<file path="src/rtl/comparador_spwm_pkg.sv">
// Shared types and constants for the SPWM comparator.
// Dead-time FSM states and sine index geometry.
package comparador_spwm_pkg;

  localparam int IDX_W      = 15;
  localparam int INDICE_MAX = 15359;

  typedef enum logic [2:0] {
    APAGADO,
    L_ON,
    MUERTO_LH,
    H_ON,
    MUERTO_HL
  } estado_t;

endpackage

</file>
<file path="src/rtl/comparador_spwm_if.sv">
// Sine ROM bus: index address out, amplitude back.
// rom_data is valid a fixed latency after rom_addr.
interface comparador_spwm_if
  import comparador_spwm_pkg::*;
#(
  parameter int CARRIER_W = 10
) ();

  logic [IDX_W-1:0]     rom_addr;
  logic [CARRIER_W-1:0] rom_data;

  modport master (
    output rom_addr,
    input  rom_data
  );

  modport slave (
    input  rom_addr,
    output rom_data
  );

endinterface

</file>
<file path="src/rtl/comparador_spwm_portadora_triangular.sv">
// Symmetric triangle carrier 0..CARRIER_MAX..0.
// valle pulses the cycle after the carrier sits at zero.
module portadora_triangular
  import comparador_spwm_pkg::*;
#(
  parameter int CARRIER_W   = 10,
  parameter int CARRIER_MAX = 1023
) (
  input  logic                 clk,
  input  logic                 rst,
  input  logic                 en,
  output logic [CARRIER_W-1:0] carrier,
  output logic                 valle
);

  localparam logic [CARRIER_W-1:0] TOP =
    CARRIER_W'(CARRIER_MAX);

  logic dir_up;
  logic subir;

  // Turn around at both ends in the same cycle the end is seen.
  assign subir = (carrier == '0) |
                 (dir_up & (carrier != TOP));

  always_ff @(posedge clk or posedge rst) begin
    if (rst) begin
      carrier <= '0;
      dir_up  <= 1'b1;
      valle   <= 1'b0;
    end else if (!en) begin
      carrier <= '0;
      dir_up  <= 1'b1;
      valle   <= 1'b0;
    end else begin
      carrier <= subir ? carrier + 1'b1
                       : carrier - 1'b1;
      dir_up  <= subir;
      valle   <= (carrier == '0);
    end
  end

endmodule

</file>
<file path="src/rtl/comparador_spwm.sv">
// Sine-triangle PWM comparator with ROM fetch at each
// carrier valley and a dead-time complementary gate pair.
module comparador_spwm
  import comparador_spwm_pkg::*;
#(
  parameter int CARRIER_W   = 10,
  parameter int CARRIER_MAX = 1023,
  parameter int ROM_LAT     = 1,
  parameter int DEAD_CYCLES = 8,
  parameter int DEAD_W      = 8
) (
  input  logic                 clk,
  input  logic                 rst,
  input  logic                 en,
  input  logic [IDX_W-1:0]     i,
  comparador_spwm_if.master    rom,
  output logic                 valle,
  output logic                 pwm_h,
  output logic                 pwm_l
);

  localparam logic [CARRIER_W-1:0] TOP =
    CARRIER_W'(CARRIER_MAX);
  localparam logic [DEAD_W-1:0] DEAD_INI =
    DEAD_W'(DEAD_CYCLES - 1);

  logic [CARRIER_W-1:0] carrier;
  logic [CARRIER_W-1:0] ref_q;
  logic [CARRIER_W-1:0] dato_sat;
  logic [ROM_LAT-1:0]   pend;
  logic                 muestra;
  logic                 raw;
  estado_t              estado, estado_sig;
  logic [DEAD_W-1:0]    cnt, cnt_sig;

  portadora_triangular #(
    .CARRIER_W   (CARRIER_W),
    .CARRIER_MAX (CARRIER_MAX)
  ) u_portadora (
    .clk     (clk),
    .rst     (rst),
    .en      (en),
    .carrier (carrier),
    .valle   (valle)
  );

  assign muestra  = en & (carrier == '0);
  assign dato_sat = (rom.rom_data > TOP) ? TOP
                                         : rom.rom_data;

  // pend marks the cycle whose rom_data answers the last address.
  always_ff @(posedge clk or posedge rst) begin
    if (rst) begin
      rom.rom_addr <= '0;
      pend         <= '0;
      ref_q        <= '0;
      raw          <= 1'b0;
    end else begin
      if (muestra) rom.rom_addr <= i;
      pend <= ROM_LAT'({pend, muestra});
      if (pend[ROM_LAT-1]) ref_q <= dato_sat;
      raw <= (ref_q > carrier);
    end
  end

  always_ff @(posedge clk or posedge rst) begin
    if (rst) begin
      estado <= APAGADO;
      cnt    <= '0;
      pwm_h  <= 1'b0;
      pwm_l  <= 1'b0;
    end else begin
      estado <= estado_sig;
      cnt    <= cnt_sig;
      pwm_h  <= (estado_sig == H_ON);
      pwm_l  <= (estado_sig == L_ON);
    end
  end

  always_comb begin
    estado_sig = estado;
    cnt_sig    = cnt;
    if (!en) begin
      estado_sig = APAGADO;
    end else begin
      unique case (estado)
        APAGADO: estado_sig = L_ON;
        L_ON: begin
          if (raw) begin
            estado_sig = MUERTO_LH;
            cnt_sig    = DEAD_INI;
          end
        end
        MUERTO_LH: begin
          if (!raw)            estado_sig = L_ON;
          else if (cnt == '0)  estado_sig = H_ON;
          else                 cnt_sig = cnt - 1'b1;
        end
        H_ON: begin
          if (!raw) begin
            estado_sig = MUERTO_HL;
            cnt_sig    = DEAD_INI;
          end
        end
        MUERTO_HL: begin
          if (raw)             estado_sig = H_ON;
          else if (cnt == '0)  estado_sig = L_ON;
          else                 cnt_sig = cnt - 1'b1;
        end
        default: estado_sig = APAGADO;
      endcase
    end
  end

endmodule

</file>
<file path="src/flat_wrapper.sv">
// flat-port wrapper written by rule: the top's interface ports become plain ports
module comparador_spwm_flat import comparador_spwm_pkg::*;
#(
  parameter int CARRIER_W   = 10,
  parameter int CARRIER_MAX = 1023,
  parameter int ROM_LAT     = 1,
  parameter int DEAD_CYCLES = 8,
  parameter int DEAD_W      = 8
)
  (clk, rst, en, i, valle, pwm_h, pwm_l, rom_rom_addr, rom_rom_data);
  comparador_spwm_if #(.CARRIER_W(CARRIER_W)) rom_i ();
  input  logic clk;
  input  logic rst;
  input  logic en;
  input  logic [IDX_W-1:0] i;
  output logic valle;
  output logic pwm_h;
  output logic pwm_l;
  output wire logic [$bits(rom_i.rom_addr)-1:0] rom_rom_addr;
  input wire logic [$bits(rom_i.rom_data)-1:0] rom_rom_data;
  assign rom_rom_addr = rom_i.rom_addr;
  assign rom_i.rom_data = rom_rom_data;
  comparador_spwm #(.CARRIER_W(CARRIER_W), .CARRIER_MAX(CARRIER_MAX), .ROM_LAT(ROM_LAT), .DEAD_CYCLES(DEAD_CYCLES), .DEAD_W(DEAD_W)) u_core (.clk(clk), .rst(rst), .en(en), .i(i), .rom(rom_i), .valle(valle), .pwm_h(pwm_h), .pwm_l(pwm_l));
endmodule
</file>
<file path="config.mk">
export PLATFORM = sky130hd
export DESIGN_NAME = comparador_spwm_flat
export DESIGN_NICKNAME = d
export VERILOG_FILES = /design/src/rtl/comparador_spwm_pkg.sv /design/src/rtl/comparador_spwm_if.sv /design/src/rtl/comparador_spwm_portadora_triangular.sv /design/src/rtl/comparador_spwm.sv /design/src/flat_wrapper.sv
export SDC_FILE = /design/constraint.sdc
export NUM_CORES = 1
export LEC_CHECK = 0
export ABC_AREA = 1
export CORE_MARGIN = 4
export CORE_UTILIZATION = 50
export DETAILED_ROUTE_END_ITERATION = 8
export PLACE_DENSITY_LB_ADDON = 0.15
export SLEW_MARGIN = 20
export SYNTH_ARGS = -nofsm -noshare
export SYNTH_HDL_FRONTEND = slang
export SYNTH_SLANG_ARGS = --single-unit
</file>
<file path="constraint.sdc">
create_clock -name clk -period 2.7 [get_ports clk]
set_input_delay 0.27 -clock clk [delete_from_list [all_inputs] [get_ports clk]]
set_output_delay 0.27 -clock clk [all_outputs]
set_load 0.05 [all_outputs]
</file>
-- After elaboration in Yosys (flattened, before gate mapping)
Index checks and enable logic that the tools add are counted.
- logic and storage cells: 54
- output and inout bits: 18
- input port bits: 28
- register bits: 52
- reductions and logical operators: 5
- eq/ne operators: 11
- $lt $le $gt $ge: 2
- add/subtract/negate cells: 3
- bitwise operators: 3
- multiplexer cells: 19
- operators with widths (operator ; number):
    2-to-1 mux 8 bit ; 5
    case mux 8 bit (4 select lines) ; 1
    2-to-1 mux 10 bit ; 3
    2-to-1 mux 3 bit ; 7
    case mux 3 bit (5 select lines) ; 1
    adder 10 x 1 -> 10 bit, second input constant ; 1
    greater-than comparator 10 bit ; 1
    greater-than comparator 10 bit, second input constant ; 1
    zero test 10 bit ; 1
    != test 10 bit, second input constant ; 1
    subtractor 10 x 1 -> 10 bit, second input constant ; 1
    equality test 3 x 2 -> 1 bit, second input constant ; 3
    zero test 8 bit ; 1
    subtractor 8 x 1 -> 8 bit, second input constant ; 1
    equality test 3 x 1 -> 1 bit, second input constant ; 2
    AND reduction 6 bit ; 1
    != test 2 x 1 -> 1 bit, second input constant ; 2
    != test 2 bit, second input constant ; 2
    nonzero test 4 bit ; 1
    equality test 3 bit, second input constant ; 1
    zero test 3 bit ; 1
    bitwise AND 1 bit ; 2
    2-to-1 mux 1 bit ; 2
    bitwise OR 1 bit ; 1

-- Longest topological paths before layout
Gate-level depths: netlist of run 1.
- word-level depth: 6
- gate-level depth with buffers: 16
- mapped depth without buffers: 16

-- Hierarchy
Synthesis of run 1 repeated with hierarchy kept, for this count alone.
- cell total of the unflattened synthesis: 377
- area, all modules: 2974.1 sq um
- by module, submodules not included (module ; sequential area each (sq um) ; area each (sq um) ; times used ; cells each):
    comparador_spwm ; 1001.0 ; 2095.8 ; 1 ; 256
    portadora_triangular ; 301.5 ; 878.3 ; 1 ; 121

-- Worst setup path after synthesis of run 1
No wires, ideal clock.
- path kind: reg-to-reg
- start point: reg u_core.u_portadora.carrier[0]
- end point: reg u_core.u_portadora.carrier[5]
- required time: 2.569 ns
- clock period less this slack: 2.098 ns
- library setup time: 0.131 ns
- path buffers: 0
- data arrival time: 1.967 ns
- slack: 0.602 ns
- stages on the path, launching flop included: 13
- cells stage by stage: dfrtp_1 > inv_2 > nand2_1 > nor2_1 > nand2_2 > nand2_1 > inv_1 > ha_1 > a21oi_1 > nand2_1 > a21oi_1 > xor2_1 > nor2_1
- cells in the longest elaborated chain, start to end: 5
- elaborated cells on any way between the ends: 8
- those cells by class: add/sub: 2; eq/ne: 1; mux: 2; bitwise: 2; reduce/logical: 1
- RTL lines (item ; RTL line ; RTL):
    start, declared ; comparador_spwm_portadora_triangular.sv:12 ; output logic [CARRIER_W-1:0] carrier,
    start signal, assigned ; comparador_spwm_portadora_triangular.sv:36 ; carrier <= subir ? carrier + 1'b1
    branches (longest 3 deep; another with subtractor 10 x 1 -> 10 bit) ; n/a ;
    2-to-1 mux 10 bit * ; comparador_spwm_portadora_triangular.sv:36 ;
    2-to-1 mux 10 bit * ; comparador_spwm_portadora_triangular.sv:31 ; end else if (!en) begin
Every way passes the cells marked *.
A chain may end at the register's enable or synchronous reset.

-- Worst setup path after layout of run 1
- start point: reg u_core.u_portadora.carrier[5]
- end point: reg u_core.u_portadora.carrier[5]
The elaborated chain is that of the path after synthesis.

==> flow_summary.toml, run 1 <==
[timing]
finalSetupViolations = 0
rsz0062_at_grt = "false"
max_slew_margin = 0.650
period_minus_slack_ps = 2420
clock.fmax_ghz = 0.413
fin_tns_setup_ps = 0
hold_violations = 0
max_slew.worst_pin.slew_ps = 524
fin_skew_ps = 7.33
fin_crit_sh = 0.898
final_max_slew_viol_count = 0

[layout]
seqCellArea_mm2 = 0.00128
fillCellCount = 504
drive_gt1_frac = 0.0951
fin_area_mm2 = 0.00359
multi_input_area_mm2 = 0.00143
n_antenna_cell = 0
synthToLayoutAreaGrowth_pct = 23.8
final_nets = 457

[routing]
num_vias = 2462
wl_per_cell_um = 13.0
dr.pass1.iters = 4
postRouteAntennaNets = 0
viasPerCell = 5.11
drc = 0
drt-initial-drc-count = 83
totalWireLength_mm = 6.25

[logic_synthesis]
synthSimpleGateAreaFrac = 0.258
synth_adder_area_share = 0.0890
synth_nets = 406
synthMuxAreaShare = 0.0350
synth_area_leaders = "dfrtp_1 43%, nand2_1 13%, ha_1 8.2%"
avgSynthCellArea_um2 = 8.09
yosys_most_used_dff = "dfrtp_1"
syn-cell-area_mm2 = 0.00290
synth_compound_area_frac = 0.0920
synthTopCellsByCount = "104 x nand2_1, 50 x dfrtp_1, 36 x inv_1, 36 x nor2_1, 21 x o21ai_0"
ys_types = 35
ys_ff_latch = 51
ys_seq_area_frac = 0.441
synthXorXnorAreaFrac = 0.0181
async_reset_ff_frac = 1.00
synth_top_cell_by_area = "dfrtp_1"
yosysTopAreaCellShare = 0.432
syn-instance-count = 358
synth_edf_count = 0
yosysMostFrequentCell = "nand2_1"
yosys_warnings = 0
synth_top_family_by_area = "simple AND/OR/NAND/NOR gates"

[floorplanning]
rows = 27
fp.dieW_um = 84.1
die_y_um = 84.1
pin_count = 46
start_util = 0.520
die_area_mm2 = 0.00707
core-area_mm2 = 0.00557

[critical_path]
start_kind = "register"
critPathLaunch = "u_core.u_portadora.carrier[5]$_DFF_PP0_"
crit_required_ps = 2880
path_max_fanout = 9
cp.arrival_ps = 2600
r2r-end = "u_core.u_portadora.carrier[5]$_DFF_PP0_"
r2r_setup_slack_ps = 280
worst-setup-path-type = "reg2reg"
reg2reg_from = "u_core.u_portadora.carrier[5]$_DFF_PP0_"
ff2ff_path_depth = 12
cp-end-kind = "register"

[clocking]
clk_pin_slew_ps = 90
clock_sinks = 51
hold_buffers = 0
cts_root_buf = "clkbuf_8"
post_cts.repair.setup_buffers = 0
htree_num_levels = 2
cts_resized = 0
worst_skew_pair.late_latency_ps = 310
cts_tree = "yes"
clock_path_buffers = 2
cts_buffers = 5

[global_routing]
grt_pass1_wl_mm = 11.2
grt_antenna_before_repair = 0
grt.overflow.total = 0
use_met1 = 0.235
grtUsageTotal = 0.192
use_met3 = 0.0484
gr-usage-met2 = 0.336
grt_pass1_vias = 2544
grt-busiest-layer = "met2"
grt_max_degree = 52

[power]
p_per_area_mw_per_mm2 = 720
leakage_nw = 1.77
max-vdd-ir-drop_uv = 406

[status]
outcome = "complete, no violations"

[job]
cap_viol_max_count = 0

[worst_hold_path]
hp-class = "in2async"

[placement]
dp.final_hpwl_mm = 4.67
place_area_mm2 = 0.00345
io_buffers = 45
routabilityCongestion = 0.898
per-layer routing:
layer  share of wire  routed length [µm]
met1            0.45                2800
met4          0.0091                  57
met2            0.49                3070
met5               0                   0
met3           0.050                 315
kinds of logic (layout without fill, tap and decap cells):
family / after synthesis / after routing
DFF: 51 / 51
xor gates and xnor gates: 6 / 6
muxes: 9 / 9
and+or+nand+nor: 175 / 175
adders and majority gates: 20 / 20
buffers and inverters: 48 / 100
AOI/OAI and AO/OA: 49 / 49
power breakdown:
group          switching [mW]  internal [mW]  leakage (nW)
logic                   0.603          0.350          1.06
registers               0.101          0.908         0.645
clock network           0.251          0.370        0.0654
state kept, by name, summed over array words and instances (netlist names):
signal                      flops
u_core.cnt                      8
u_core.estado                   3
u_core.pend                     1
u_core.pwm_h                    1
u_core.pwm_l                    1
u_core.raw                      1
u_core.ref_q                   10
u_core.rom.rom_addr            15
u_core.u_portadora.carrier     10
u_core.u_portadora.dir_up       1
metrics by stage:
step	util	power [mW]	setup WS (ps)	hold WS [ps]	std cells
after detailed placement	0.620	1.98	337	471	474
after global placement	0.620	1.96	376	458	474
after CTS	0.643	2.61	302	322	482
after global routing	0.643	2.75	61.6	343	482
after floorplan	-	1.68	602	387	358
final	0.643	2.58	276	315	482
critical path: stages, from the launching register on:
cell,delay (ps)
dfrtp_1,410
nand2_1,90
nor2_1,140
nand3_1,90
nand2_1,90
nand2_1,100
inv_1,270
ha_1,340
a21oi_1,240
nand2_1,100
a21oi_1,190
xor2_1,170
nor2_1,50
how the worst max path moves through the flow:
stage / to / depth (start not counted)
finish: u_core.u_portadora.carrier[5]$_DFF_PP0_ / 12
floorplan: u_core.u_portadora.carrier[5]$_DFF_PP0_ / 12
detailed placement: u_core.u_portadora.carrier[5]$_DFF_PP0_ / 12
global placement: u_core.u_portadora.carrier[5]$_DFF_PP0_ / 12
CTS: u_core.u_portadora.carrier[5]$_DFF_PP0_ / 12
global route: u_core.u_portadora.carrier[5]$_DFF_PP0_ / 12
final cells by class:
cell class / instances / area share
flip-flops and latches: 51 / 0.356
repair buffers: 50 / 0.140
inverters: 42 / 0.0443
well taps: 72 / 0.0251
multi-input cells: 259 / 0.398
clock buffers: 6 / 0.0202
clock inverters: 2 / 0.0167
placed cells by master (no fill, tap or decap), types with 2 or more instances in the layout:
| cell type | count |
|---|---|
| inv_2 | 6 |
| clkdlybuf4s50_1 | 45 |
| xor2_1 | 5 |
| clkbuf_8 | 5 |
| o21ai_0 | 21 |
| dfrtp_1 | 50 |
| nor2_1 | 36 |
| a21oi_1 | 17 |
| nand4_1 | 7 |
| bufinv_16 | 2 |
| nand2_1 | 104 |
| a21o_1 | 2 |
| nor2_2 | 2 |
| inv_1 | 35 |
| o21ai_1 | 3 |
| nor2_4 | 2 |
| nand2_2 | 2 |
| ha_1 | 19 |
| mux2_2 | 9 |
| buf_4 | 4 |
| o21bai_1 | 2 |
| nand3_1 | 16 |
Note: power is estimated with default switching activity, not from simulation.
==> run 2: changes to the inputs <==
Settings changed: CTS_BUF_LIST set to sky130_fd_sc_hd__clkbuf_4.
==> flow_summary.toml, run 2 (same netlist as run 1, synthesis figures left out) <==
[routing]
postRouteAntennaNets = 0
num_vias = 2434
dr.pass1.iters = 5
viasPerCell = 5.05
drt-initial-drc-count = 64
totalWireLength_mm = 6.15
wl_per_cell_um = 12.8
drc = 0

[critical_path]
r2r-end = "u_core.u_portadora.carrier[5]$_DFF_PP0_"
crit_family = "simple AND/OR/NAND/NOR gates"
max_stage_delay_ps = 420
crit_buf_inv = 1
crit_chain = "nand2_1, nor2_1, nand3_1, nand2_1, nand2_1, inv_1, ha_1, a21oi_1, nand2_1, a21oi_1, xor2_1, nor2_1"
crit_required_ps = 2940
path_max_fanout = 9
ff2ff_path_depth = 12
start_kind = "register"
cp-end-kind = "register"
reg2reg_from = "u_core.u_portadora.carrier[5]$_DFF_PP0_"
crit_top_cell = "nand2_1"
r2r_setup_slack_ps = 300
cp.arrival_ps = 2640
critPathLaunch = "u_core.u_portadora.carrier[5]$_DFF_PP0_"
worst-setup-path-type = "reg2reg"
crit_slowest_cell = "dfrtp_1"

[placement]
routabilityCongestion = 0.898
dp.final_hpwl_mm = 4.67
io_buffers = 45

[global_routing]
grt_max_degree = 52
grt_pass1_vias = 2538
grt_pass1_wl_mm = 11.0
grtUsageTotal = 0.187
grt.overflow.total = 0
grt_antenna_before_repair = 0

[timing]
finalSetupViolations = 0
max_slew_margin = 0.649
clock.fmax_ghz = 0.416
period_minus_slack_ps = 2400
rsz0062_at_grt = "false"
hold-worst-slack_ps = 241
hold_violations = 0
fin_tns_setup_ps = 0
fin_crit_sh = 0.889
fin_skew_ps = 16.0
max_slew.worst_pin.slew_ps = 525
final_max_slew_viol_count = 0

[floorplanning]
start_util = 0.520
pin_count = 46
die_y_um = 84.1
fp.dieW_um = 84.1
die_area_mm2 = 0.00707
rows = 27
core-area_mm2 = 0.00557

[clocking]
hold_buffers = 0
htree_num_levels = 2
post_cts.repair.setup_buffers = 0
clock_path_buffers = 2
clock_sinks = 51
cts_resized = 0
worst_skew_pair.late_latency_ps = 370
cts_root_buf = "clkbuf_4"
cts_tree = "yes"
clk_pin_slew_ps = 150
cts_buffers = 5

[job]
cap_viol_max_count = 0

[power]
max-vdd-ir-drop_uv = 402
leakage_nw = 1.76
p_per_area_mw_per_mm2 = 702

[status]
outcome = "complete, no violations"

[layout]
final_common_cell = "nand2_1"
layout_common_cells = "104 x nand2_1, 50 x dfrtp_1, 45 x clkdlybuf4s50_1"
n_antenna_cell = 0
top_regs = "u_core.rom.rom_addr x15, u_core.ref_q x10, u_core.u_portadora.carrier x10"
synthToLayoutAreaGrowth_pct = 22.9
largest_register_ffs = 15
drive_gt1_frac = 0.0976
fillCellCount = 507
largest_register = "u_core.rom.rom_addr"
final_nets = 457

[worst_hold_path]
hp-class = "in2async"
==> run 2: cell counts in the layout (fill, tap and decap cells not counted) <==
Identical to the previous run, type by type.
==> run 2: final cells by class <==
| type | instances | area [µm²] | share of cell area |
|---|---|---|---|
| Clock buffer | 6 | 45.0 | 0.0127 |
| Clock inverter | 2 | 60.1 | 0.0169 |
| Inverter | 42 | 159 | 0.0447 |
| Multi-Input combinational cell | 259 | 1430 | 0.401 |
| Sequential cell | 51 | 1280 | 0.359 |
| Tap cell | 72 | 90.1 | 0.0253 |
| Timing Repair Buffer | 50 | 500 | 0.141 |
==> run 2: how the worst max path moves through the flow <==
| stage | endpoint | slack (ps) | depth (start not counted) |
|---|---|---|---|
| after global placement | u_core.u_portadora.carrier[5]$_DFF_PP0_ | 380 | 12 |
| after detailed placement | u_core.u_portadora.carrier[5]$_DFF_PP0_ | 340 | 12 |
| after CTS | u_core.u_portadora.carrier[5]$_DFF_PP0_ | 300 | 12 |
| final | u_core.u_portadora.carrier[5]$_DFF_PP0_ | 300 | 12 |
| after floorplan | u_core.u_portadora.carrier[5]$_DFF_PP0_ | 600 | 12 |
| after global routing | u_core.u_portadora.carrier[9]$_DFF_PP0_ | 60 | 14 |
==> run 2: through the flow <==
stage	utilization	cell area [µm²]	power, mW	setup slack [ps]	instances
floorplan	-	2900	1.68	602	358
global placement	0.620	3450	1.96	376	474
detailed placement	0.620	3450	1.98	337	474
CTS	0.638	3560	2.52	303	482
global route	0.638	3560	2.67	58.8	482
finish	0.638	3560	2.50	299	482
==> run 2: power by group <==
| group | switching [mW] | internal [mW] |
|---|---|---|
| logic | 0.602 | 0.350 |
| registers | 0.102 | 0.907 |
| clock network | 0.237 | 0.299 |
| total | 0.942 | 1.56 |
==> run 2: routing by layer <==
| metal | track usage | vias up | wire, µm |
|---|---|---|---|
| met5 | 0 | - | 0 |
| met4 | 0.0468 | 0 | 68 |
| met3 | 0.0395 | 10 | 214 |
| met2 | 0.330 | 37 | 2990 |
| met1 | 0.234 | 1129 | 2870 |
| li1 | - | 1258 | - |
==> run 2: worst reg2reg max path: cells and delay by family (launching register included) <==
kind	cells	cell delay, ps
AND/OR/NAND/NOR	7	670
flip-flops	1	420
XOR/XNOR	1	170
buffers and inverters	1	270
AO/OA/AOI/OAI	2	420
adder cells (fa/ha/maj)	1	340
==> run 3: changes to the inputs <==
Clock period 2.7 ns to 2.5 ns, I/O delays scaled along.
==> flow_summary.toml, run 3 (same netlist as run 1, synthesis figures left out) <==
[status]
outcome = "complete, no violations"

[critical_path]
max_stage_delay_ps = 490
crit_top_cell = "nand2_1"
cp.arrival_ps = 2590
start_kind = "register"
crit_chain = "inv_2, nand2_1, nor2_1, nand2_2, nand2_1, inv_2, ha_1, a21oi_1, nand2_1, a21oi_1, xor2_1, nor2_1"
crit_buf_inv = 2
crit_family = "simple AND/OR/NAND/NOR gates"
crit_required_ps = 2770
reg2reg_from = "u_core.u_portadora.carrier[0]$_DFF_PP0_"
r2r-end = "u_core.u_portadora.carrier[5]$_DFF_PP0_"
cp-end-kind = "register"
crit_slowest_cell = "dfrtp_1"
worst-setup-path-type = "reg2reg"
ff2ff_path_depth = 12
path_max_fanout = 9
r2r_setup_slack_ps = 180

[layout]
n_antenna_cell = 0
fin_area_mm2 = 0.00352
drive_gt1_frac = 0.0978
top_regs = "u_core.rom.rom_addr x15, u_core.ref_q x10, u_core.u_portadora.carrier x10"
final_util = 0.631
synthToLayoutAreaGrowth_pct = 21.4
final_common_cell = "nand2_1"
layout_common_cells = "104 x nand2_1, 50 x dfrtp_1, 45 x clkdlybuf4s50_1"
final_nets = 457
largest_register = "u_core.rom.rom_addr"
largest_register_ffs = 15
fillCellCount = 497

[power]
power.clock.fraction = 0.181
p_switching_mw = 1.02
max-vdd-ir-drop_uv = 419
combPwrFrac = 0.398
p_int_mw = 1.56
seqPwrFrac = 0.421
p_per_area_mw_per_mm2 = 735
p_sw_frac = 0.396
leakage_nw = 1.74

[placement]
routabilityCongestion = 0.884
io_buffers = 45
place_area_mm2 = 0.00344
dp.final_hpwl_mm = 4.70
dp_slack_ps = 166

[timing]
hold-worst-slack_ps = 355
finalSetupViolations = 0
rsz0062_at_grt = "false"
fin_skew_ps = 11.4
max_slew.worst_pin.slew_ps = 630
clock.fmax_ghz = 0.431
fin_ws_ps = 179
final_max_slew_viol_count = 0
fin_tns_setup_ps = 0
hold_violations = 0
max_slew_margin = 0.580
period_minus_slack_ps = 2320
fin_crit_sh = 0.928

[clocking]
cts_buffers = 5
cts_root_buf = "clkbuf_4"
cts_tree = "yes"
hold_buffers = 0
htree_num_levels = 2
clock_sinks = 51
clk_pin_slew_ps = 150
worst_skew_pair.late_latency_ps = 370
clock_path_buffers = 2

[global_routing]
grt.overflow.total = 0
grt_pass1_vias = 2543
grt_max_degree = 52
grt_antenna_before_repair = 0
use_met3 = 0.0405
grtUsageTotal = 0.189
gr-usage-met2 = 0.334
grt-busiest-layer = "met2"
grt_pass1_wl_mm = 11.1
use_met1 = 0.235

[routing]
totalWireLength_mm = 6.27
drc = 0
drt-initial-drc-count = 83
num_vias = 2460
dr.pass1.iters = 4
postRouteAntennaNets = 0
wl_per_cell_um = 13.0
viasPerCell = 5.11

[floorplanning]
rows = 27
fp.dieW_um = 84.1
pin_count = 46
die_area_mm2 = 0.00707
die_y_um = 84.1
core-area_mm2 = 0.00557
start_util = 0.520

[worst_hold_path]
hp-class = "in2async"

[job]
cap_viol_max_count = 0
[run 3: changes by cell type in the layout (fill, tap and decap cells not counted), sizes merged]
cell	delta
bufinv	-1
clkbuf	-1
clkinvlp	+1
[run 3: routing by layer]
metal  up-vias  part of all wire
li1       1256                 -
met1      1151              0.47
met2        49              0.48
met3         4             0.048
met4         0            0.0078
met5         -                 0
[run 3: cell type report]
type	instances	area, µm²	share of cell area
Timing Repair Buffer	50	488	0.139
Sequential cell	51	1280	0.363
Tap cell	72	90.1	0.0256
Multi-Input combinational cell	259	1430	0.406
Clock inverter	2	37.5	0.0107
Inverter	42	159	0.0452
Clock buffer	5	37.5	0.0107
[run 3: repair_timing]
item / 4_1_cts / 5_1_grt
setup endpoints to repair: 0 / 3
setup buffers: 0 / 0
gates resized for setup: 0 / 1
[run 3: power groups by stage]
stage / clock network, mW / registers [mW] / logic (mW)
2_1_floorplan: 0 / 1.31 / 0.506
3_3_place_gp: 0 / 1.10 / 1.02
3_5_place_dp: 0 / 1.10 / 1.04
4_1_cts: 0.479 / 1.09 / 1.04
5_1_grt: 0.518 / 1.12 / 1.14
6_report: 0.468 / 1.09 / 1.03
[run 3: worst max-delay path by stage]
| stage | startpoint | slack [ps] | end | depth (start not counted) |
|---|---|---|---|---|
| after detailed placement | u_core.u_portadora.carrier[5]$_DFF_PP0_ | 170 | u_core.u_portadora.carrier[5]$_DFF_PP0_ | 12 |
| after global placement | u_core.u_portadora.carrier[3]$_DFF_PP0_ | 190 | u_core.u_portadora.carrier[5]$_DFF_PP0_ | 12 |
| after CTS | u_core.u_portadora.carrier[0]$_DFF_PP0_ | 120 | u_core.u_portadora.carrier[5]$_DFF_PP0_ | 12 |
| after floorplan | u_core.u_portadora.carrier[0]$_DFF_PP0_ | 400 | u_core.u_portadora.carrier[5]$_DFF_PP0_ | 12 |
| final | u_core.u_portadora.carrier[0]$_DFF_PP0_ | 180 | u_core.u_portadora.carrier[5]$_DFF_PP0_ | 12 |
| after global routing | u_core.u_portadora.carrier[2]$_DFF_PP0_ | 40 | u_core.u_portadora.carrier[9]$_DFF_PP0_ | 14 |
[run 3: through the flow]
stage	cells	power, mW
2_1_floorplan	358	1.82
3_3_place_gp	474	2.12
3_5_place_dp	474	2.14
4_1_cts	481	2.61
5_1_grt	481	2.77
6_report	481	2.58
[run 3: worst min-delay path, delay by kind of cell]
family	cells	cell delay, ps
buffers and inverters	3	970
